`config.mk`:
```
export PLATFORM = sky130hd
export DESIGN_NAME = div_seq_flat
export DESIGN_NICKNAME = d
export VERILOG_FILES = /design/src/rtl/div_seq_if.sv /design/src/rtl/div_seq.sv /design/src/flat_wrapper.sv
export SDC_FILE = /design/constraint.sdc
export NUM_CORES = 1
export LEC_CHECK = 0
export ABC_CLOCK_PERIOD_IN_PS = 3550
export CORE_MARGIN = 3
export CORE_UTILIZATION = 55
export DETAILED_ROUTE_END_ITERATION = 8
export PLACE_DENSITY_LB_ADDON = 0.05
export SYNTH_ARGS = -nofsm -noshare
export SYNTH_HDL_FRONTEND = slang
export SYNTH_SLANG_ARGS = --single-unit
```
`constraint.sdc`:
```
create_clock -name clk -period 3.55 [get_ports clk]
set_input_delay 0.5325 -clock clk [delete_from_list [all_inputs] [get_ports clk]]
set_output_delay 0.5325 -clock clk [all_outputs]
set_load 0.01 [all_outputs]
```
`src/rtl/div_seq_if.sv`:
```
// EX-stage <-> divider handshake bundle: operands and control in, 64-bit result,
// ready and stall request out.
interface div_seq_if #(
  parameter int unsigned DATA_W = 32
);
  logic                  signed_div_i;
  logic [DATA_W-1:0]     opdata1_i;
  logic [DATA_W-1:0]     opdata2_i;
  logic                  start_i;
  logic                  annul_i;
  logic [2*DATA_W-1:0]   result_o;
  logic                  ready_o;
  logic                  stallreq_o;

  modport master (
    output signed_div_i, opdata1_i, opdata2_i, start_i, annul_i,
    input  result_o, ready_o, stallreq_o
  );

  modport slave (
    input  signed_div_i, opdata1_i, opdata2_i, start_i, annul_i,
    output result_o, ready_o, stallreq_o
  );
endinterface

```
`src/rtl/div_seq.sv`:
```
// Multi-cycle restoring divider for div/divu: one quotient bit per cycle,
// stalls the pipeline while busy, result = {remainder, quotient}.
module div_seq #(
  parameter int unsigned DATA_W = 32
) (
  input  logic      clk,
  input  logic      rst,
  div_seq_if.slave  bus
);

  localparam int unsigned CNT_W  = $clog2(DATA_W + 1);
  localparam int unsigned WORK_W = 2 * DATA_W + 1;

  typedef enum logic [1:0] {S_IDLE, S_BYZERO, S_ON, S_END} state_t;

  state_t                state_q, state_d;
  logic [CNT_W-1:0]      cnt_q, cnt_d;
  logic [WORK_W-1:0]     work_q, work_d;
  logic [DATA_W-1:0]     divisor_q, divisor_d;
  logic                  sgn_q, sgn_d;
  logic                  neg1_q, neg1_d;
  logic                  neg2_q, neg2_d;
  logic [2*DATA_W-1:0]   result_q, result_d;
  logic                  ready_q, ready_d;

  logic [DATA_W-1:0]     abs1, abs2;
  logic [DATA_W:0]       diff;
  logic [DATA_W-1:0]     quot_fix, rem_fix;

  always_ff @(posedge clk) begin
    if (rst) begin
      state_q   <= S_IDLE;
      cnt_q     <= '0;
      work_q    <= '0;
      divisor_q <= '0;
      sgn_q     <= 1'b0;
      neg1_q    <= 1'b0;
      neg2_q    <= 1'b0;
      result_q  <= '0;
      ready_q   <= 1'b0;
    end else begin
      state_q   <= state_d;
      cnt_q     <= cnt_d;
      work_q    <= work_d;
      divisor_q <= divisor_d;
      sgn_q     <= sgn_d;
      neg1_q    <= neg1_d;
      neg2_q    <= neg2_d;
      result_q  <= result_d;
      ready_q   <= ready_d;
    end
  end

  always_comb begin
    // |0x80..0| negates to itself, which is the correct unsigned magnitude
    abs1 = (bus.signed_div_i && bus.opdata1_i[DATA_W-1]) ? ('0 - bus.opdata1_i) : bus.opdata1_i;
    abs2 = (bus.signed_div_i && bus.opdata2_i[DATA_W-1]) ? ('0 - bus.opdata2_i) : bus.opdata2_i;
    diff     = work_q[WORK_W-1:DATA_W] - {1'b0, divisor_q};
    quot_fix = (sgn_q && (neg1_q ^ neg2_q)) ? ('0 - work_q[DATA_W-1:0]) : work_q[DATA_W-1:0];
    rem_fix  = (sgn_q && neg1_q) ? ('0 - work_q[WORK_W-1:DATA_W+1]) : work_q[WORK_W-1:DATA_W+1];
  end

  always_comb begin
    state_d   = state_q;
    cnt_d     = cnt_q;
    work_d    = work_q;
    divisor_d = divisor_q;
    sgn_d     = sgn_q;
    neg1_d    = neg1_q;
    neg2_d    = neg2_q;
    result_d  = result_q;
    ready_d   = ready_q;

    unique case (state_q)
      S_IDLE: begin
        ready_d  = 1'b0;
        result_d = '0;
        if (bus.start_i && !bus.annul_i) begin
          if (bus.opdata2_i == '0) begin
            state_d = S_BYZERO;
          end else begin
            state_d   = S_ON;
            cnt_d     = '0;
            work_d    = {{(DATA_W+1){1'b0}}, abs1} << 1;
            divisor_d = abs2;
            sgn_d     = bus.signed_div_i;
            neg1_d    = bus.opdata1_i[DATA_W-1];
            neg2_d    = bus.opdata2_i[DATA_W-1];
          end
        end
      end

      // Ready comes from END's hold branch one edge later, giving the 2-edge latency
      S_BYZERO: begin
        state_d  = S_END;
        result_d = '0;
      end

      S_ON: begin
        if (bus.annul_i) begin
          state_d = S_IDLE;
          ready_d = 1'b0;
        end else if (cnt_q == CNT_W'(DATA_W)) begin
          state_d  = S_END;
          cnt_d    = '0;
          result_d = {rem_fix, quot_fix};
          ready_d  = 1'b1;
        end else begin
          if (diff[DATA_W]) begin
            work_d = work_q << 1;
          end else begin
            work_d = {diff[DATA_W-1:0], work_q[DATA_W-1:0], 1'b1};
          end
          cnt_d = cnt_q + 1'b1;
        end
      end

      S_END: begin
        if (!bus.start_i || bus.annul_i) begin
          state_d  = S_IDLE;
          ready_d  = 1'b0;
          result_d = '0;
        end else begin
          ready_d = 1'b1;
        end
      end

      default: state_d = S_IDLE;
    endcase
  end

  assign bus.result_o   = result_q;
  assign bus.ready_o    = ready_q;
  assign bus.stallreq_o = bus.start_i & ~ready_q;

endmodule

```
`src/flat_wrapper.sv`:
```
// flat-port wrapper written by rule: the top's interface ports become plain ports
module div_seq_flat 
#(
  parameter int unsigned DATA_W = 32
)
  (clk, rst, bus_signed_div_i, bus_opdata1_i, bus_opdata2_i, bus_start_i, bus_annul_i, bus_result_o, bus_ready_o, bus_stallreq_o);
  div_seq_if #(.DATA_W(DATA_W)) bus_i ();
  input  logic clk;
  input  logic rst;
  input wire logic [$bits(bus_i.signed_div_i)-1:0] bus_signed_div_i;
  input wire logic [$bits(bus_i.opdata1_i)-1:0] bus_opdata1_i;
  input wire logic [$bits(bus_i.opdata2_i)-1:0] bus_opdata2_i;
  input wire logic [$bits(bus_i.start_i)-1:0] bus_start_i;
  input wire logic [$bits(bus_i.annul_i)-1:0] bus_annul_i;
  output wire logic [$bits(bus_i.result_o)-1:0] bus_result_o;
  output wire logic [$bits(bus_i.ready_o)-1:0] bus_ready_o;
  output wire logic [$bits(bus_i.stallreq_o)-1:0] bus_stallreq_o;
  assign bus_i.signed_div_i = bus_signed_div_i;
  assign bus_i.opdata1_i = bus_opdata1_i;
  assign bus_i.opdata2_i = bus_opdata2_i;
  assign bus_i.start_i = bus_start_i;
  assign bus_i.annul_i = bus_annul_i;
  assign bus_result_o = bus_i.result_o;
  assign bus_ready_o = bus_i.ready_o;
  assign bus_stallreq_o = bus_i.stallreq_o;
  div_seq #(.DATA_W(DATA_W)) u_core (.clk(clk), .rst(rst), .bus(bus_i));
endmodule
```
After elaboration in Yosys (flattened, before gate mapping) --
Index checks and enable logic that the tools add are counted.
Word-level totals: output and inout port bits 66, logic and storage cells 78, bits in registers 173, input bits 69
Operators by class: reductions and logical operators 19, equal/unequal tests 11, bitwise gates (word level) 4, add/subtract/negate cells 6, multiplexer cells 29
Operator list (number):
- 65-bit two-way mux | 5
- 64-bit two-way mux | 3
- 64-bit one-hot mux with 3 select lines | 1
- 65-bit one-hot mux with 2 select lines | 1
- 32-bit two-way mux | 4
- 1-bit by 32-bit subtractor with 32-bit output, first input constant | 4
- 33-bit by 32-bit subtractor with 33-bit output | 1
- 32-bit logical NOT | 1
- 6-bit two-way mux | 4
- 6-bit one-hot mux with 2 select lines | 1
- 2-bit two-way mux | 5
- 3-bit AND reduction | 3
- 2-bit one-hot mux with 4 select lines | 1
- 6-bit by 1-bit adder with 6-bit output, second input constant | 1
- 6-bit == test, second input constant | 1
- 2-bit by 1-bit inequality test with 1-bit output, second input constant | 3
- 2-bit inequality test, second input constant | 3
- 1-bit logical AND | 5
- 5-bit AND reduction | 1
- 2-bit == test, second input constant | 2
- 4-bit AND reduction | 1
- 1-bit two-way mux | 3
- 3-bit by 2-bit inequality test with 1-bit output, second input constant | 1
- 1-bit one-hot mux with 3 select lines | 1
- other kinds (11) | 13

Longest topological paths before layout --
Gate-level depths: netlist of the first run.
depth in word-level cells 6, depth in mapped cells 13, mapped depth without buffers 12

Worst setup path before layout of the first run --
Ideal clock, no wire load.
kind register to register, start register u_core.work_q[32], end register u_core.work_q[64], path slack 579 ps, period minus slack after synthesis 2971 ps, data arrival time 2912 ps, library setup time 60 ps, path buffers 0, stages on the path, launching flop included 13, required time 3490 ps, path through dfxtp_1 -> inv_1 -> ha_1 -> fa_1 -> nand2b_1 -> a2111oi_2 -> o21bai_1 -> a22oi_2 -> a41oi_2 -> xnor2_2 -> nand2_1 -> or3b_1 -> nand2_1
Between the ends: word-level cells in the longest chain between the ends 5
RTL lines:
- start, declared | RTL line div_seq.sv:18 | logic [WORK_W-1:0] work_q, work_d;
- start signal, assigned | RTL line div_seq.sv:44 | work_q <= work_d;
- 33-bit by 32-bit subtractor with 33-bit output | RTL line div_seq.sv:58 | diff = work_q[WORK_W-1:DATA_W] - {1'b0, divisor_q};
- 65-bit two-way mux | RTL line div_seq.sv:109 | if (diff[DATA_W]) begin
- 65-bit two-way mux | RTL line div_seq.sv:103 | end else if (cnt_q == CNT_W'(DATA_W)) begin
- 65-bit two-way mux | RTL line div_seq.sv:100 | if (bus.annul_i) begin
- 65-bit one-hot mux with 2 select lines | RTL line div_seq.sv:74 | unique case (state_q)
Every way passes these cells. The select of a mux whose other input is x is not followed. A chain may end at the register's enable or synchronous reset.

Worst setup path in the final report of the first run --
start register u_core.work_q[32], end register u_core.work_q[42]
The elaborated chain is that of the path after synthesis.

==> results.cfg, run 1 <==
[status]
status = finished, final reports clean

[finish]
drive_above_1_share_pct = 6.76
fill_cells = 1683
multi_input_area_mm2 = 0.00703
utilization_pct = 68.2
final_cell_mix = dfxtp_1 (173), nand2_1 (170), nor2_1 (159)
nNetsFinal = 1650
area_delta_synth_final_pct = 21.0
antenna-diode-count = 0
regArea_mm2 = 0.00346
mostFrequentLayoutCell = dfxtp_1

[global_routing]
antenna_found_initial = 0
grt_max_degree = 70
grt_pass1_wl_mm = 49.1
grt.overflow.total = 0
grt_pass1_vias = 9466
grt.total_usage_pct = 27.3

[drt]
ant_nets = 0
drc = 0
avgViaCountPerCell = 5.90
drt-wirelength-per-cell_um = 16.7
first_pass_iters = 5
drt_wl_total_mm = 30.3
dr_total_vias = 10700
initialDrtViolationCount = 979

[power]
total_power_mw = 5.19
p_per_area_mw_per_mm2 = 389
ir_worst_vdd_mv = 0.314
p_leak_nw = 5.13

[placement]
dp_hpwl_mm = 22.9
dp_slack_ns = 0.107
io_buffers = 134
gp_congestion = 0.924

[synthesis]
yosys_warnings = 0
ys_ff_latch = 173
yosysSeqAreaShare_pct = 31.4
synth.cell_area_mm2 = 0.0110
yosys_most_used_dff = dfxtp_1
synthCells = 1429
synth_cell_types = 80
yosys.area.top_type_share_pct = 31.4
yosys.area.top_type = dfxtp_1
synth.area.top_cells = dfxtp_1 (31%), nand2_1 (5.8%), xnor2_1 (5.7%), a21oi_1 (5.5%), nor2_1 (5.4%)
avgSynthCellArea_um2 = 7.73
syn_nets = 1537
synth_edf_count = 0
synthArstFlopShare_pct = 0

[cts]
clk_path_buf_depth = 2
clk_root_buffer_cell = clkbuf_16
cts_tree = built
htree_levels = 4
clkSinkCount = 173
cts_setup_buffers = 0
ctsHoldBuffers = 0
clk_pin_slew_ns = 0.07
cts_buffers = 17
clk_latency_ns = 0.44
cts-resized-gates = 0

[floorplanning]
die_x_um = 148
dieArea_mm2 = 0.0218
initial_core_util_pct = 56.4
core_area_mm2 = 0.0196
io-pin-count = 135
row_count = 51
die_y_um = 148

[critical_path]
critPathKind = flip-flop to flip-flop
crit_arrival_ns = 3.72
max_stage_delay_ns = 0.40
setup.worst_path.start_class = flip-flop
crit_required_ns = 3.93
critical_path.top_delay_family = compound AO/OA/AOI/OAI gates
path_buf_inv = 2
worstPathMaxFanout = 4
slowest_stage = a2111oi_2
worstSetupEndpointType = flip-flop
crit_chain = inv_1, ha_1, fa_1, nand2b_1, a2111oi_2, o21bai_1, a22oi_2, a41oi_2, xor2_1, buf_4, or3_1, mux2_2, nand2_1

[sta]
post-route-period-util_pct = 94.3
setup_tns_ns = 0
hold_violations = 0
finalCriticalPeriod_ns = 3.35
holdWs_ns = 0.464
worstMarginPinSlew_ns = 0.784
rsz0062_at_grt = false
fin_skew_ns = 0.0178
final_max_slew_viol_count = 0
fmax_ghz = 0.299
setup_ws_ns = 0.204
setup_viol = 0
slew_headroom_pct = 47.3

[worst_hold_path]
hold_class = flip-flop to flip-flop

[run]
drv_cap = 0
cell families after synthesis:
kind of cell             count (synthesis)  synth area share (%)
XOR/XNOR                               140                  11.2
multiplexers                            15                  1.37
AO/OA/AOI/OAI                          431                  25.5
AND/OR/NAND/NOR                        492                  21.1
adder cells (fa/ha/maj)                 39                  4.49
buffers and inverters                  139                  5.11
flip-flops                             173                  31.4
registers in the layout, summed over array words and instances, names as in the netlist:
signal	count
u_core.cnt_q	6
u_core.bus.ready_o	1
u_core.neg2_q	1
u_core.neg1_q	1
u_core.divisor_q	32
u_core.work_q	65
u_core.bus.result_o	64
u_core.sgn_q	1
u_core.state_q	2
per-layer routing:
layer / share of wire (%) / track usage, % / up-vias
met5: 0 / 0 / -
met4: 0.75 / 5.03 / 0
met3: 8.9 / 4.84 / 26
met2: 39 / 37.1 / 464
met1: 51 / 44.7 / 4897
li1: - / - / 5337
synthesized netlist by cell type, types with 15 or more instances:
cell      count
dfxtp_1     173
nand2_1     171
nor2_1      159
a21oi_1     122
xnor2_1      72
xor2_1       67
o21ai_0      65
inv_1        60
clkbuf_1     57
a22oi_1      45
a211oi_1     41
ha_1         38
nor3_1       32
o211ai_1     30
o21ai_1      21
nand3_1      18
o31ai_1      17
nor4_1       15
worst register-to-register path, stage by stage, from the launching register on:
cell and delay [ns]:
dfxtp_1 0.31, inv_1 0.06, ha_1 0.22, fa_1 0.39, nand2b_1 0.23, a2111oi_2 0.40, o21bai_1 0.20, a22oi_2 0.22
a41oi_2 0.24, xor2_1 0.21, buf_4 0.18, or3_1 0.30, mux2_2 0.29, nand2_1 0.06
per-stage QoR:
| stage | instance area, µm² | cells |
|---|---|---|
| 6_report | 13400 | 1819 |
| 5_1_grt | 13400 | 1819 |
| 4_1_cts | 13400 | 1817 |
| 3_5_place_dp | 12700 | 1786 |
| 3_3_place_gp | 12700 | 1786 |
| 2_1_floorplan | 11000 | 1429 |
report_power, final:
group	switching, mW	internal [mW]	total, mW
logic	0.632	0.442	1.07
registers	0.0801	2.01	2.09
clock network	0.836	1.20	2.03
total	1.55	3.65	5.19
final timing paths:
path | endpoint | depth (start not counted) | slack, ns | startpoint
min reg2reg | u_core.bus.result_o[23] | 2 | 0.46 | u_core.bus.result_o[23]
max | u_core.work_q[42] | 13 | 0.20 | u_core.work_q[32]
min | u_core.bus.result_o[23] | 2 | 0.46 | u_core.bus.result_o[23]
max reg2reg | u_core.work_q[42] | 13 | 0.20 | u_core.work_q[32]
area by class of cell:
| class | instances | share of cell area (%) |
|---|---|---|
| Clock buffer | 18 | 3.21 |
| Inverter | 60 | 1.68 |
| Tap cell | 265 | 2.48 |
| Sequential cell | 173 | 25.9 |
| Clock inverter | 13 | 1.52 |
| Timing Repair Buffer | 173 | 12.6 |
| Multi-Input combinational cell | 1117 | 52.6 |
(Power assumes the default switching activity.)
==> run 2, diff against run 1 <==
HOLD_SLACK_MARGIN = 0.06   (was unset)
==> results of run 2 <==
No change in the layout: final DEF, timing and power equal those of run 1.
==> run 3, diff against run 2 <==
ABC_CLOCK_PERIOD_IN_PS = 3500   (was 3550)
SKIP_CTS_REPAIR_TIMING = 1   (was unset)
clock period = 3.5 ns   (was 3.55 ns; I/O delays follow)
==> run 3 against run 2 <==
Sequential cell count unchanged. Worst setup slack improved by 0.038 ns. Register-to-register slack better by 0.04 ns. Routed wire length is 0.65% lower. Combinational power about the same. Non-clock buffer count increased by 2. Die area stayed put. Utilization rose by 0.14 points. Critical path depth is 1 lower. Worst hold slack got worse by 0.011 ns.
==> results.cfg, run 3 (same netlist as run 1, synthesis figures left out) <==
[status]
status = finished, final reports clean

[drt]
first_pass_iters = 5
initialDrtViolationCount = 911
dr_total_vias = 10600
avgViaCountPerCell = 5.83
drt_wl_total_mm = 30.1
drc = 0
drt-wirelength-per-cell_um = 16.5
ant_nets = 0

[global_routing]
grt_max_degree = 55
antenna_found_initial = 0
grt_pass1_vias = 9601
grt_pass1_wl_mm = 49.7
grt.total_usage_pct = 27.5
grt.overflow.total = 0

[critical_path]
crit_required_ns = 3.83
worstSetupEndpointType = flip-flop
slowest_stage = a2111oi_4
crit_arrival_ns = 3.59
crit_chain = ha_1, fa_1, nand2b_1, a2111oi_4, o21bai_2, a22oi_2, a41oi_4, xor2_1, buf_4, and2_1, a31o_2, a22o_1
r2r_start = u_core.divisor_q[0]
path_depth = 12
critPathKind = flip-flop to flip-flop
setup.worst_path.end = u_core.work_q[58]
worstPathMaxFanout = 10
rrSetupSlack_ns = 0.24
path_buf_inv = 1
setup.worst_path.start_class = flip-flop
r2r-end = u_core.work_q[58]
crit_start = u_core.divisor_q[0]
reg2reg_depth = 12
critical_path.top_delay_family = compound AO/OA/AOI/OAI gates
max_stage_delay_ns = 0.39

[placement]
io_buffers = 134
dp_hpwl_mm = 22.8
placed_area_mm2 = 0.0128
gp_congestion = 0.930

[finish]
largest_reg_flops = 65
drive_above_1_share_pct = 7.06
utilization_pct = 68.4
final_cell_mix = dfxtp_1 (173), nand2_1 (170), nor2_1 (159)
largest_register = u_core.work_q
antenna-diode-count = 0
finalInstanceArea_mm2 = 0.0134
nNetsFinal = 1652
area_delta_synth_final_pct = 21.3
mostFrequentLayoutCell = dfxtp_1

[sta]
hold_violations = 0
final_max_slew_viol_count = 0
setup_viol = 0
worstMarginPinSlew_ns = 0.994
finalCriticalPeriod_ns = 3.26
fin_skew_ns = 0.0129
post-route-period-util_pct = 93.1
slew_headroom_pct = 33.6
fmax_ghz = 0.307
rsz0062_at_grt = false
setup_tns_ns = 0

[cts]
clk_latency_ns = 0.43
clkSinkCount = 173
clk_path_buf_depth = 2
clk_root_buffer_cell = clkbuf_16
cts_tree = built
clk_pin_slew_ns = 0.08
cts_buffers = 17
htree_levels = 4

[floorplanning]
initial_core_util_pct = 56.4
die_x_um = 148
dieArea_mm2 = 0.0218
row_count = 51
die_y_um = 148
core_area_mm2 = 0.0196
io-pin-count = 135

[worst_hold_path]
hold_class = flip-flop to flip-flop
hold_depth = 2
min_from = u_core.divisor_q[31]

[power]
ir_worst_vdd_mv = 0.369
p_leak_nw = 5.14
p_per_area_mw_per_mm2 = 381

[run]
drv_cap = 0
-- run 3: cell count changes in the layout (fill, tap and decap cells not counted), sizes merged --
cell | before | now
inv | 67 | 66
clkinv | 1 | 8
bufinv | 4 | 0
buf | 40 | 42
clkbuf | 18 | 17
-- run 3: where the power goes --
part	internal, mW	total [mW]	switching, mW
logic	0.454	1.10	0.650
registers	2.03	2.12	0.0811
clock network	0.963	1.89	0.928
-- run 3: worst min-delay path: cells and delay by family (launching register included) --
family	cells	cell delay (ns)
and+or+nand+nor	1	0.05
DFF	1	0.31
AOI/OAI and AO/OA	1	0.05
-- run 3: layer usage --
layer	routed length [µm]	track usage, %
met2	11700	38.3
met3	2620	4.60
met4	255	4.99
met5	0	0
met1	15500	44.3
-- run 3: final cells by class --
| class | count | area (µm²) |
|---|---|---|
| Fill cell | 1683 | 6190 |
| Clock inverter | 15 | 176 |
| Multi-Input combinational cell | 1117 | 7070 |
| Tap cell | 265 | 332 |
| Clock buffer | 17 | 425 |
| Timing Repair Buffer | 175 | 1700 |
| Inverter | 60 | 225 |
| Sequential cell | 173 | 3460 |
-- run 3: worst min path at each step --
stage,to,slack [ns]
global route,u_core.bus.result_o[59],0.50
detailed placement,u_core.bus.result_o[26],0.45
global placement,u_core.bus.result_o[24],0.44
finish,u_core.divisor_q[31],0.45
floorplan,u_core.divisor_q[31],0.43
CTS,u_core.divisor_q[31],0.45
-- run 3: stage by stage --
stage	worst slack [ns]	std cells	hold slack (ns)	total power, mW
6_report	0.241	1822	0.453	5.11
5_1_grt	0.0488	1822	0.501	5.34
4_1_cts	0.0514	1822	0.453	5.10
2_1_floorplan	0.529	1429	0.432	2.88
3_3_place_gp	0.140	1790	0.438	3.21
3_5_place_dp	0.0757	1790	0.447	3.23
